### config.mk
export PLATFORM = sky130hd
export DESIGN_NAME = regfile_sb
export DESIGN_NICKNAME = d
export VERILOG_FILES = /design/src/rtl/regfile_sb_pkg.sv /design/src/rtl/regfile_scoreboard.sv /design/src/rtl/regfile_sb.sv
export SDC_FILE = /design/constraint.sdc
export NUM_CORES = 2
export LEC_CHECK = 0
export ABC_CLOCK_PERIOD_IN_PS = 46200
export BUFFER_PORTS_ARGS = -buffer_cell sky130_fd_sc_hd__buf_2
export CORE_AREA = 8 8 321 323
export CTS_BUF_LIST = sky130_fd_sc_hd__clkbuf_8 sky130_fd_sc_hd__clkbuf_16
export CTS_CLUSTER_DIAMETER = 80
export DETAILED_ROUTE_END_ITERATION = 16
export DIE_AREA = 0 0 329 331
export PLACE_DENSITY = 0.76
export SLEW_MARGIN = 15
export SYNTH_ARGS = -nofsm -noshare
export SYNTH_HDL_FRONTEND = slang
export SYNTH_SLANG_ARGS = --single-unit
### constraint.sdc
create_clock -name clk -period 46.2 [get_ports clk]
set_input_delay 4.62 -clock clk [delete_from_list [all_inputs] [get_ports clk]]
set_output_delay 4.62 -clock clk [all_outputs]
set_load 0.005 [all_outputs]
### src/rtl/regfile_sb_pkg.sv
// Shared core definitions for the integer register file and its scoreboard.
package regfile_sb_pkg;

  localparam int XLEN_DEFAULT = 32;
  localparam int NREG_DEFAULT = 32;
  localparam int REG_ZERO     = 0;

  typedef logic [$clog2(NREG_DEFAULT)-1:0] reg_addr_t;
  typedef logic [XLEN_DEFAULT-1:0]         xlen_t;

endpackage

### src/rtl/regfile_scoreboard.sv
// Per-register busy tracking: hazard detection for ID issue, release on WB write, flush clear.
module regfile_scoreboard
  import regfile_sb_pkg::*;
#(
  parameter  int NREG = NREG_DEFAULT,
  localparam int AW   = $clog2(NREG)
) (
  input  logic          clk,
  input  logic          reset,
  input  logic          wr_en,
  input  logic [AW-1:0] wr_addr,
  input  logic          rs1_en,
  input  logic [AW-1:0] rs1_addr,
  input  logic          rs2_en,
  input  logic [AW-1:0] rs2_addr,
  input  logic          issue_valid,
  input  logic          issue_rd_we,
  input  logic [AW-1:0] issue_rd,
  input  logic          flush,
  output logic          issue_ready,
  output logic [AW:0]   pending_cnt
);

  logic [NREG-1:0] busy_q, busy_d;
  logic [NREG-1:0] wr_hit;
  logic [NREG-1:0] eb;
  logic [AW:0]     pending_q;

  always_comb begin
    wr_hit = '0;
    if (wr_en) wr_hit[wr_addr] = 1'b1;
    // a write landing this cycle frees its register immediately
    eb = busy_q & ~wr_hit;
    eb[REG_ZERO] = 1'b0;

    issue_ready = !reset
                  && !(rs1_en && eb[rs1_addr])
                  && !(rs2_en && eb[rs2_addr])
                  && !(issue_rd_we && eb[issue_rd]);

    busy_d = busy_q;
    if (flush) begin
      busy_d = '0;
    end else begin
      busy_d = busy_q & ~wr_hit;
      if (issue_valid && issue_ready && issue_rd_we && issue_rd != AW'(REG_ZERO))
        busy_d[issue_rd] = 1'b1;
    end
    busy_d[REG_ZERO] = 1'b0;
  end

  always_ff @(posedge clk or posedge reset) begin
    if (reset) begin
      busy_q    <= '0;
      pending_q <= '0;
    end else begin
      busy_q    <= busy_d;
      pending_q <= (AW+1)'($countones(busy_d));
    end
  end

  assign pending_cnt = pending_q;

endmodule

### src/rtl/regfile_sb.sv
// Integer register file (2 async reads, 1 sync write) with issue scoreboard.
// Define REGFILE_BYPASS_EN to forward same-cycle WB data onto the read ports.
module regfile_sb
  import regfile_sb_pkg::*;
#(
  parameter  int XLEN = XLEN_DEFAULT,
  parameter  int NREG = NREG_DEFAULT,
  localparam int AW   = $clog2(NREG)
) (
  input  logic            clk,
  input  logic            reset,
  input  logic            wr_en,
  input  logic [AW-1:0]   wr_addr,
  input  logic [XLEN-1:0] wr_data,
  input  logic            rs1_en,
  input  logic [AW-1:0]   rs1_addr,
  output logic [XLEN-1:0] rs1_data,
  input  logic            rs2_en,
  input  logic [AW-1:0]   rs2_addr,
  output logic [XLEN-1:0] rs2_data,
  input  logic            issue_valid,
  input  logic            issue_rd_we,
  input  logic [AW-1:0]   issue_rd,
  output logic            issue_ready,
  input  logic            flush,
  output logic [AW:0]     pending_cnt
);

  logic [XLEN-1:0] regs_q [NREG];

  always_ff @(posedge clk or posedge reset) begin
    if (reset) begin
      for (int i = 0; i < NREG; i++) regs_q[i] <= '0;
    end else if (wr_en && wr_addr != AW'(REG_ZERO)) begin
      regs_q[wr_addr] <= wr_data;
    end
  end

  function automatic logic [XLEN-1:0] read_port(input logic en, input logic [AW-1:0] addr);
    logic [XLEN-1:0] v;
    v = '0;
    if (!reset && en && addr != AW'(REG_ZERO)) begin
      v = regs_q[addr];
`ifdef REGFILE_BYPASS_EN
      if (wr_en && wr_addr == addr) v = wr_data;
`endif
    end
    return v;
  endfunction

  always_comb begin
    rs1_data = read_port(rs1_en, rs1_addr);
    rs2_data = read_port(rs2_en, rs2_addr);
  end

  regfile_scoreboard #(.NREG(NREG)) u_sb (
    .clk         (clk),
    .reset       (reset),
    .wr_en       (wr_en),
    .wr_addr     (wr_addr),
    .rs1_en      (rs1_en),
    .rs1_addr    (rs1_addr),
    .rs2_en      (rs2_en),
    .rs2_addr    (rs2_addr),
    .issue_valid (issue_valid),
    .issue_rd_we (issue_rd_we),
    .issue_rd    (issue_rd),
    .flush       (flush),
    .issue_ready (issue_ready),
    .pending_cnt (pending_cnt)
  );

endmodule

# Word level (Yosys, flattened, before mapping)
# Index checks and enable logic that the tools add are counted.
[classes] n_addsub=30 magnitude_cmp=10 mux=24 n_bitwise=6 reduce_logical=25
[ops] cell="1024-bit bitwise mux" n=1
[ops] cell="32-bit binary-select mux with 5-bit select" n=2
[ops] cell="32-bit two-way mux" n=10
[ops] cell="32-bit demux with 5-bit select" n=1
[ops] cell="6-bit adder" n=14
[ops] cell="32-bit bitwise AND" n=1
[ops] cell="32-bit NOT" n=1
[ops] cell="32-bit bitwise OR" n=1
[ops] cell="1-bit by 1-bit adder with 2-bit output" n=15
[ops] cell="5-bit by 6-bit less-than comparator with 1-bit output (second input constant)" n=4
[ops] cell="5-bit nonzero test" n=4
[ops] cell="6-bit >= comparator (second input constant)" n=3
[ops] cell="5-bit NOT with 6-bit output" n=3
[ops] cell="1-bit logical AND" n=17
[ops] cell="1-bit binary-select mux with 5-bit select" n=3
[ops] cell="1-bit demux with 5-bit select" n=2
[ops] cell="5-bit by 1-bit >= comparator with 1-bit output (second input constant)" n=2
[ops] cell="1-bit by 6-bit adder with 6-bit output" n=1
[ops] cell="6-bit by 1-bit less-than comparator with 1-bit output (second input constant)" n=1
[ops] cell="1-bit two-way mux" n=5
[ops] cell="1-bit logical NOT" n=4
[totals] ff_bits=1061 in_bits=60 out_inout_bits=71 elab_cells=129

# Logic depth before layout (Yosys ltp)
[logic_depth] ltp_word=24 depth_mapped=28 depth_no_buf=24

# Hierarchy
# From an unflattened synthesis, not the netlist that was laid out.
[unflattened] hier_cells=4392 hier_area_um2=59558.4
[by_module_without_submodules] mod="regfile_sb" n_inst=1 cells_per_inst=3929 area_each_um2=55385.6 seq_area_each_um2=25624.6
[by_module_without_submodules] mod="regfile_scoreboard" n_inst=1 cells_per_inst=463 area_each_um2=4172.8 seq_area_each_um2=925.9

# Worst setup path before layout
# No wires, ideal clock.
[synth_timing] kind="input -> output" from="input reset" to="output rs1_data[10]" t_arrival_ns=31.091 t_required_ns=41.580 slack_ns=10.489 stages=4 path_buffers=1 path_cell_list="inv_1 o311ai_1 clkbuf_1 nor2_1"
[synth_via] elab_chain_cells=4
[synth_rtl] element="start, declared" line_no="regfile_sb.sv:11" text="input logic reset,"
[synth_rtl] element="1-bit logical NOT" line_no="regfile_sb.sv:42" text="if (!reset && en && addr != AW'(REG_ZERO)) begin"
[synth_rtl] element="1-bit logical AND (2 in a row)" line_no="regfile_sb.sv:42"
[synth_rtl] element="32-bit two-way mux" line_no="regfile_sb.sv:42"
[synth_rtl] element="end, declared" line_no="regfile_sb.sv:17" text="output logic [XLEN-1:0] rs1_data,"
# No other way between the ends.

# Worst setup path after layout
[layout_timing] from="input rs1_addr[1]" to="output rs1_data[16]"
[layout_via] elab_chain_cells=5 elab_cells_between_ends=7 cone_classes="4 x mux; 1 x bitwise; 2 x reduce/logical"
[layout_rtl] element="start, declared" line_no="regfile_sb.sv:16" text="input logic [AW-1:0] rs1_addr,"
[layout_rtl] element="5-bit NOT with 6-bit output (implied by the code)" line_no="regfile_sb.sv:43" text="v = regs_q[addr];"
[layout_rtl] element="32-bit binary-select mux with 5-bit select" line_no="regfile_sb.sv:43"
[layout_rtl] element="32-bit two-way mux (implied by the code) (2 in a row)" line_no="regfile_sb.sv:43"
[layout_rtl] element="32-bit two-way mux *" line_no="regfile_sb.sv:42"
# Mark *: on every way between the ends. The rest lies on a longest branch, timed or not. The select of a mux whose other input is x is not followed.

==> impl_metrics.csv <==
group,metric,value,unit
logic_synthesis,yosys.cell_types.count,72,
logic_synthesis,yosys_most_used_dff,"sky130_fd_sc_hd__dfrtp_1",
sta,final_report_max_slew_violation_count,0,
setup_path,cp-end-kind,"output port",
sta,postLayoutSetupSlackWorst,32310,ps
finish,layout.cell_area.non_filler,63360,um2
sta,fmax,72.02,MHz
setup_path,critical_path.startpoint,"rs1_addr[1]",
pwr,cellPowerDensity,41.85,nW/um2
global_route,met3_usage,7.652,%
min_path,hold_path.class,"flop to flop",
clock_network,cts_repair_resize_count,0,
sta,report.final.hold_viol_count,0,
clock_network,buffers_from_clock_root_to_sink_at_most,3,
global_route,grt_pass1_vias,40450,
global_route,global_route_wire_length_before_repair,259.7,mm
floorplan,core.rowCount,115,
clock_network,cts.clk_slew.worst_paths,50,ps
setup_path,worstPathArrival,9270,ps
min_path,startpoint_of_the_most_critical_hold_path,"regs_q[1011]",
floorplan,dieHeight,331,um
clock_network,cts_root_buf,"sky130_fd_sc_hd__clkbuf_16",
drt,drt_first_iter_violations,4593,
setup_path,critPathSlowestCell,"sky130_fd_sc_hd__buf_4",
logic_synthesis,synth_nets,4395,
setup_path,critPathBufInv,5,
setup_path,cell_family_with_the_largest_share_of_critical_path_delay,"buffers and inverters",
finish,fill_cells,6861,
global_route,gr_layer_usage_met2,49.81,%
placement,placement.cell_area,59630,um2
finish,flow.area_growth_from_synthesis,8.833,%
floorplan,core_area,97700,um2
logic_synthesis,yosysSeqAreaShare,45.60,%
clock_network,cts.htree.levels,3,
logic_synthesis,yosys.area.top_type_share,45.60,%
pwr,p_total,2.652,mW
logic_synthesis,post-synth-top-count-cell,"sky130_fd_sc_hd__dfrtp_1",
logic_synthesis,async_reset_ff_share,100.0,%
placement,gpl.final_weighted_congestion,0.9204,
logic_synthesis,synth_largest_area_cell,"sky130_fd_sc_hd__dfrtp_1",
logic_synthesis,post_synth_most_frequent_cells,"sky130_fd_sc_hd__dfrtp_1 (1061), sky130_fd_sc_hd__mux2_2 (923), sky130_fd_sc_hd__mux4_2 (486), sky130_fd_sc_hd__nand2_1 (439), sky130_fd_sc_hd__clkbuf_1 (337)",
placement,port-buffer-count,130,
clock_network,cts.repair_timing.setup_buffer_count,0,
logic_synthesis,ys.warnings.count,0,
global_route,grt_antenna_before_repair,12,
floorplan,initial_utilization,59.59,%
clock_network,cts-buffers-inserted,111,
setup_path,worst-setup-path-type,"primary input to output port",
global_route,grt_max_degree,175,
drt,post-route-drc-count,0,
sta,slew-limit-headroom,15.73,%
drt,route.vias.total,39310,
logic_synthesis,synth_area,58220,um2
floorplan,fp.dieArea,108900,um2
drt,dr.pass1.iters,6,
sta,worst-slew-pin-transition,1264,ps
drt,route.final.wire_length,172.3,mm
drt,drt-vias-per-instance,7.104,
clock_network,cts_sinks,1061,
global_route,gr-max-usage-layer,"met2",
sta,post-route-min-period,13890,ps
sta,setup_tns,0,ps
sta,unrepaired_setup_endpoints_after_global_routing,"false",
drt,drtAntennaViolNets,0,
placement,hpwlAfterDp,94.60,mm
setup_path,timing.critical_path.fanout_max,66,
run_status,run_status,"complete, no violations",
logic_synthesis,postSynthRegisterBits,1061,
flow_run,maxCapViolCount,0,
setup_path,cpPeakStageDelay,880,ps
floorplan,io_pins,131,
setup_path,worstPathRequired,41580,ps
floorplan,die_w,329,um
clock_network,clk_latency,690,ps
global_route,grt_use_met1,42.14,%
pwr,ir_worst_vdd,0.03507,mV
global_route,global_route.usage.total,31.75,%
logic_synthesis,synth.area.top_cells,"sky130_fd_sc_hd__dfrtp_1 (46%), sky130_fd_sc_hd__mux4_2 (19%), sky130_fd_sc_hd__mux2_2 (18%), sky130_fd_sc_hd__mux2i_1 (3.6%), sky130_fd_sc_hd__nand2_1 (2.8%)",
logic_synthesis,synth_area_per_cell,13.58,um2
global_route,grt.overflow.total,0,
setup_path,worst_setup_path_start_kind,"primary input",
logic_synthesis,syn_inst,4287,
setup_path,cpMostUsedCell,"sky130_fd_sc_hd__buf_4",
finish,design.final.nets,4261,
drt,wl_per_cell,31.14,um
logic_synthesis,synth_enable_flop_cells,0,
clock_network,postCtsHoldBufs,0,
sta,finalCritPeriodShare,30.05,%
pwr,p_leak,28.14,nW
sta,timing.clock.skew,6.896,ps
setup_path,regToRegStartpoint,"u_sb.busy_q[10]",
setup_path,worstPathCellList,"buf_8 > buf_4 > buf_4 > buf_4 > mux4_2 > mux4_2 > mux2i_1 > nor2_1 > buf_2",
placement,pre_cts_slack,32410,ps
clock_network,cts_tree,"built",
finish,post_route_cells_drive_above_1_share,43.53,%
sta,setup-violations-final,0,
==> logic make-up (layout without fill, tap and decap cells) <==
kind of cell             after synthesis  count (layout)  share of synthesized area [%]
XOR/XNOR                               3               3                        0.04514
other                                  0               9                              0
flip-flops                          1061            1061                          45.60
AO/OA/AOI/OAI                        395             395                          4.526
buffers and inverters                524             475                          3.462
multiplexers                        1617            1617                          40.23
adder cells (fa/ha/maj)               48              48                          1.354
AND/OR/NAND/NOR                      639             639                          4.782
==> where the power goes <==
group          total, mW  internal (mW)  switching, mW
logic              0.520          0.308          0.212
registers           1.23           1.10          0.126
clock network      0.906          0.527          0.379
total               2.65           1.93          0.717
==> layout make-up <==
class / count / area (um2) / area share, %
clock buffers: 141 / 3224 / 5.089
repair buffers: 215 / 1373 / 2.166
diodes: 9 / 22.52 / 0.03554
clock inverters: 57 / 481.7 / 0.7602
well taps: 1287 / 1610 / 2.541
inverters: 62 / 247.7 / 0.3910
multi-input cells: 2702 / 29850 / 47.11
flip-flops and latches: 1061 / 26550 / 41.90
==> worst paths after layout <==
path | end | slack, ps | cells past startpoint
setup / recovery | rs1_data[16] | 32310 | 9
hold / removal | regs_q[1011] | 400 | 0
setup reg to reg | u_sb.pending_cnt[4] | 39210 | 22
hold reg to reg | regs_q[1011] | 400 | 0
max in group asynchronous | regs_q[1004] | 38820 | 5
min in group asynchronous | u_sb.pending_cnt[3] | 4150 | 2
==> layout by cell type, fill, tap and decap left out, types with 27 or more instances in the layout <==
cell and count:
sky130_fd_sc_hd__buf_2 123, sky130_fd_sc_hd__o22ai_1 34, sky130_fd_sc_hd__nand2_1 422, sky130_fd_sc_hd__dfrtp_1 1061, sky130_fd_sc_hd__buf_4 84, sky130_fd_sc_hd__a21oi_1 44
sky130_fd_sc_hd__nor2_1 58, sky130_fd_sc_hd__clkbuf_16 114, sky130_fd_sc_hd__inv_1 89, sky130_fd_sc_hd__mux2i_1 208, sky130_fd_sc_hd__a221oi_1 45, sky130_fd_sc_hd__o21ai_0 112
sky130_fd_sc_hd__o211ai_1 35, sky130_fd_sc_hd__clkbuf_8 27, sky130_fd_sc_hd__mux2_2 923, sky130_fd_sc_hd__a22oi_1 45, sky130_fd_sc_hd__mux4_2 486
==> metal layers <==
| metal | up-vias | routed length (um) | part of all wire, % |
|---|---|---|---|
| li1 | 15860 | - | - |
| met1 | 20750 | 66360 | 39 |
| met2 | 2171 | 81100 | 47 |
| met3 | 525 | 16620 | 9.6 |
| met4 | 6 | 8233 | 4.8 |
| met5 | - | 37 | 0.021 |
==> sequential cells by signal (all words and copies together), names as in the netlist <==
signal            flops
regs_q             1024
u_sb.busy_q          31
u_sb.pending_cnt      6
==> stage by stage <==
stage,instances,hold WS [ps],utilization (%)
CTS,5525,398.3,64.83
global placement,5325,377.2,61.01
finish,5534,396.3,64.85
global route,5532,409.5,64.85
floorplan,4287,441.3,-
detailed placement,5327,383.3,61.04
Power figures use the tool's default switching activity.
